File: config.mk
export PLATFORM = sky130hd
export DESIGN_NAME = vedic_mul_pipe
export DESIGN_NICKNAME = d
export VERILOG_FILES = /design/src/rtl/vedic_mul_pipe.sv
export SDC_FILE = /design/constraint.sdc
export NUM_CORES = 1
export LEC_CHECK = 0
export CELL_PAD_IN_SITES_DETAIL_PLACEMENT = 0
export CELL_PAD_IN_SITES_GLOBAL_PLACEMENT = 1
export CORE_UTILIZATION = 42
export DETAILED_ROUTE_END_ITERATION = 8
export GPL_TIMING_DRIVEN = 0
export PLACE_DENSITY_LB_ADDON = 0.1
export SYNTH_ARGS = -nofsm -noshare
export SYNTH_HDL_FRONTEND = slang
export SYNTH_SLANG_ARGS = --single-unit
File: constraint.sdc
create_clock -name clk -period 3.9 [get_ports clk]
set_clock_uncertainty 0.1 [all_clocks]
set_input_delay 0.39 -clock clk [delete_from_list [all_inputs] [get_ports clk]]
set_output_delay 0.39 -clock clk [all_outputs]
set_load 0.005 [all_outputs]
File: src/rtl/vedic_mul_pipe.sv
// Pipelined Urdhva-Tiryagbhyam multiplier, WIDTH x WIDTH -> 2*WIDTH.
// Ports: clk, rst_n, in_valid/in_ready/in_signed/a/b, out_valid/out_ready/p/out_signed.

module vedic_mul_core #(
  parameter int W = 4
) (
  input  logic [W-1:0]   x,
  input  logic [W-1:0]   y,
  output logic [2*W-1:0] z
);
  if (W == 2) begin : g_leaf
    logic p10, p01, p11, c1;
    assign p10  = x[1] & y[0];
    assign p01  = x[0] & y[1];
    assign p11  = x[1] & y[1];
    assign c1   = p10 & p01;
    assign z[0] = x[0] & y[0];
    assign z[1] = p10 ^ p01;
    assign z[2] = p11 ^ c1;
    assign z[3] = p11 & c1;
  end else begin : g_split
    localparam int H = W / 2;
    logic [W-1:0] ll, hl, lh, hh;
    logic [W:0]   mid;
    vedic_mul_core #(.W(H)) u_ll (.x(x[H-1:0]), .y(y[H-1:0]), .z(ll));
    vedic_mul_core #(.W(H)) u_hl (.x(x[W-1:H]), .y(y[H-1:0]), .z(hl));
    vedic_mul_core #(.W(H)) u_lh (.x(x[H-1:0]), .y(y[W-1:H]), .z(lh));
    vedic_mul_core #(.W(H)) u_hh (.x(x[W-1:H]), .y(y[W-1:H]), .z(hh));
    assign mid = {1'b0, hl} + {1'b0, lh};
    assign z = {{W{1'b0}}, ll}
             + ({{(W-1){1'b0}}, mid} << H)
             + {hh, {W{1'b0}}};
  end
endmodule

module vedic_mul_pipe #(
  parameter int WIDTH = 8
) (
  input  logic               clk,
  input  logic               rst_n,
  input  logic               in_valid,
  output logic               in_ready,
  input  logic               in_signed,
  input  logic [WIDTH-1:0]   a,
  input  logic [WIDTH-1:0]   b,
  output logic               out_valid,
  input  logic               out_ready,
  output logic [2*WIDTH-1:0] p,
  output logic               out_signed
);
  localparam int H = WIDTH / 2;

  if (WIDTH < 4 || (WIDTH & (WIDTH - 1)) != 0) begin : g_bad_width
    $error("vedic_mul_pipe: WIDTH must be a power of two >= 4");
  end

  function automatic logic [WIDTH-1:0] mag(
    input logic [WIDTH-1:0] x,
    input logic             s
  );
    // -(-2^(WIDTH-1)) wraps to 2^(WIDTH-1), which is the right magnitude
    return (s & x[WIDTH-1]) ? -x : x;
  endfunction

  logic stall, adv;
  logic v1, v2, v3;
  logic neg1, sg1, neg2, sg2;
  logic [WIDTH-1:0] a1, b1;
  logic [WIDTH-1:0] ll_c, hl_c, lh_c, hh_c;
  logic [WIDTH-1:0] ll2, hl2, lh2, hh2;
  logic [WIDTH:0]   mid;
  logic [2*WIDTH-1:0] prod, res;

  assign stall     = v3 & ~out_ready;
  assign adv       = ~stall;
  assign in_ready  = adv;
  assign out_valid = v3;

  always_ff @(posedge clk or negedge rst_n) begin
    if (!rst_n) begin
      v1   <= 1'b0;
      a1   <= '0;
      b1   <= '0;
      neg1 <= 1'b0;
      sg1  <= 1'b0;
    end else if (adv) begin
      v1   <= in_valid;
      a1   <= mag(a, in_signed);
      b1   <= mag(b, in_signed);
      neg1 <= in_signed & (a[WIDTH-1] ^ b[WIDTH-1]);
      sg1  <= in_signed;
    end
  end

  vedic_mul_core #(.W(H)) u_ll (.x(a1[H-1:0]),     .y(b1[H-1:0]),     .z(ll_c));
  vedic_mul_core #(.W(H)) u_hl (.x(a1[WIDTH-1:H]), .y(b1[H-1:0]),     .z(hl_c));
  vedic_mul_core #(.W(H)) u_lh (.x(a1[H-1:0]),     .y(b1[WIDTH-1:H]), .z(lh_c));
  vedic_mul_core #(.W(H)) u_hh (.x(a1[WIDTH-1:H]), .y(b1[WIDTH-1:H]), .z(hh_c));

  always_ff @(posedge clk or negedge rst_n) begin
    if (!rst_n) begin
      v2   <= 1'b0;
      ll2  <= '0;
      hl2  <= '0;
      lh2  <= '0;
      hh2  <= '0;
      neg2 <= 1'b0;
      sg2  <= 1'b0;
    end else if (adv) begin
      v2   <= v1;
      ll2  <= ll_c;
      hl2  <= hl_c;
      lh2  <= lh_c;
      hh2  <= hh_c;
      neg2 <= neg1;
      sg2  <= sg1;
    end
  end

  // middle cross terms keep their carry before the shift
  assign mid  = {1'b0, hl2} + {1'b0, lh2};
  assign prod = {{WIDTH{1'b0}}, ll2}
              + ({{(WIDTH-1){1'b0}}, mid} << H)
              + {hh2, {WIDTH{1'b0}}};
  assign res  = neg2 ? -prod : prod;

  always_ff @(posedge clk or negedge rst_n) begin
    if (!rst_n) begin
      v3         <= 1'b0;
      p          <= '0;
      out_signed <= 1'b0;
    end else if (adv) begin
      v3         <= v2;
      p          <= res;
      out_signed <= sg2;
    end
  end
endmodule

==> reports/qor.yml <==
synth_seq_cells: 72
wl_per_cell_um: 16.1
clock_tree.buffer_depth: 2
grt_max_degree: 56
syn_avg_cell_area_um2: 8.98
setup_viol: 0
grtUsageTotal_pct: 21.5
timing.final.crit_share_pct: 96.9
vias_per_cell: 5.25
clock_tree.root_cell: "clkbuf_16"
startpoint: "lh2[0]$_DFFE_PN0N_"
gp_congestion: 0.812
drive_above_1_share_pct: 9.72
reg2reg_slack_ps: 120
coreArea_um2: 13500
worstSetupPathType: "flip-flop to flip-flop"
vias: 4707
first_pass_iters: 4
syn_inst: 654
peakVddDrop_uv: 348
worst-slew-pin-transition_ps: 787
cts_tree: "done"
nets: 836
overflow: 0
drtAntennaViolNets: 0
cap_violations: 0
ys_seq_area_share_pct: 30.7
cp_max_fo: 3
crit_path_end_kind: "flip-flop"
fin_util_pct: 53.2
syn_area_um2: 5880
cp.required_ps: 4050
dieArea_um2: 14500
rr_endpoint: "p[15]$_DFFE_PN0N_"
drt_iter0_drc: 192
max_freq_ghz: 0.264
grt_pass1_vias: 4715
critical_path_arrival_ps: 3930
io_pins: 40
r2r_start: "lh2[0]$_DFFE_PN0N_"
worstSetupStartpointType: "flip-flop"
place.port_buffers: 38
worstHoldPathType: "flip-flop to flip-flop"
clkLatencyLatePin_ps: 340
syn-num-nets: 775
drc_errors: 0
area_growth_pct: 21.8
cts_sinks: 72
yosysWarnings: 0
slew_violations: 0
grt_setup_unrepaired: "true"
clk_pin_slew_ps: 60
finalHoldViolations: 0
cts_inserted_buffers: 9
hpwlAfterDp_um: 11000
finalCriticalPeriod_ps: 3780
initial_core_util_pct: 43.7
reg2reg_depth: 11
grt_pass1_wl_um: 23800
drt-total-wl_um: 14400
p_leak_nw: 3.58
powerDensity_nw_per_um2: 890
crit_end: "p[15]$_DFFE_PN0N_"
cts_max_level: 3
die_y_um: 120
antenna_found_initial: 0
num_rows: 42
relSlewSlack_pct: 47.5
die_w_um: 120
fin_setup_tns_ps: 0
status: "finished clean"
synth_cell_type_count: 46
num_antenna_cells: 0
routing by layer:
metal  vias to the layer above  part of all wire, %  GRT usage, %
met2                        69                   49          37.0
met5                         -                    0             0
met1                      2253                   46          27.5
li1                       2370                    -             -
met3                        15                  3.7          4.34
met4                         0                  1.3          5.09
worst min path at each step:
| stage | from | end | slack [ps] | depth (start not counted) |
|---|---|---|---|---|
| CTS | v2$_DFFE_PN0N_ | v2$_DFFE_PN0N_ | 360 | 2 |
| finish | v2$_DFFE_PN0N_ | out_valid$_DFFE_PN0N_ | 360 | 1 |
| global placement | v2$_DFFE_PN0N_ | v2$_DFFE_PN0N_ | 340 | 2 |
| detailed placement | rst_n | hh2[6]$_DFFE_PN0N_ | 190 | 1 |
| floorplan | rst_n | a1[0]$_DFFE_PN0N_ | -6 | 0 |
| global route | in_signed | sg1$_DFFE_PN0N_ | 390 | 3 |
cell usage in the layout (no fill, tap or decap), drive strengths merged, types with 29 or more instances in the layout:
cell           Yosys  final
a21o              29     29
and2              64     64
xnor2             31     31
dfrtp             72     72
xor2              29     29
nand2            108    108
o21ai             55     55
clkdlybuf4s50      0     37
a21oi             40     40
ha                90     90
metrics by stage:
stage               power [mW]  std cells  setup slack (ps)  instance area [um2]  hold WS, ps
global route              6.94        896             -57.3                 7150          385
detailed placement        4.69        869              -196                 6500          195
finish                    6.37        896               119                 7150          359
global placement          4.65        868              -271                 6480          341
CTS                       5.90        888              3.17                 6940          360
floorplan                 3.74        654               144                 5880        -5.59
cells in the mapped netlist, drive strengths merged:
master,count,area (um2)
nor4b,2,23.8
buf,2,7.51
o2bb2ai,1,8.76
nand2b,3,18.8
o21bai,4,30.0
xnor2,31,272
o211a,1,10.0
a22oi,1,7.51
xor2,29,254
ha,90,1130
a32oi,1,8.76
dfrtp,72,1800
nand2,108,405
mux2i,3,30.0
and4,1,8.76
or4,2,15.0
or3,7,43.8
clkbuf,15,56.3
a21o,29,218
and4b,1,10.0
o41ai,2,25.0
nor2b,1,6.26
nor3,2,10.0
nand4,2,12.5
fa,10,200
o31ai,3,22.5
a211oi,2,15.0
o22a,1,8.76
nand3,14,75.1
o21ai,55,275
a31oi,2,12.5
and2,64,402
o21a,3,22.5
a2111o,1,11.3
o311a,1,10.0
o211ai,3,22.5
inv,22,87.6
a21oi,40,200
nor2,21,78.8
mux2,2,22.5
kinds of logic after synthesis:
| kind of cell | synth area share, % |
|---|---|
| buffers and inverters | 2.58 |
| DFF | 30.7 |
| adders and majority gates | 22.6 |
| muxes | 0.894 |
| AOI/OAI and AO/OA | 15.5 |
| and+or+nand+nor | 18.9 |
| xor gates and xnor gates | 8.94 |
area by class of cell:
cell class	instances	area, um2
fillers	1264	6300
multi-input cells	543	4120
flip-flops and latches	72	1800
repair buffers	50	490
clock buffers	11	243
well taps	176	220
clock inverters	5	128
inverters	22	87.6
plain buffers	17	63.8
power breakdown:
part,total (mW),internal [mW],switching (mW)
Sequential,1.34,1.05,0.291
Clock,1.03,0.707,0.325
Combinational,3.99,1.93,2.06
Total,6.37,3.69,2.68
sequential cells by signal, summed over array words and instances, names as in the netlist, 8 cells and up:
name	count
b1	8
p	16
lh2	8
hh2	8
a1	8
hl2	8
ll2	8
critical path, stage by stage (launching register included):
cell and delay (ps):
dfrtp_1 380, ha_2 200, inv_2 60, fa_2 460, fa_2 550, nor4b_4 210
and2_4 200, nand3_4 70, or3_4 390, or4_4 530, o311a_1 380, o31ai_2 170
timing repair:
item                                   4_1_cts  5_1_grt
setup buffers                                2        8
hold buffers                                 1        0
gates resized for setup                      9       34
pin swaps                                    4       22
endpoints found under the hold margin       17        0
setup endpoints to repair                    3        3
(Power assumes the default switching activity.)
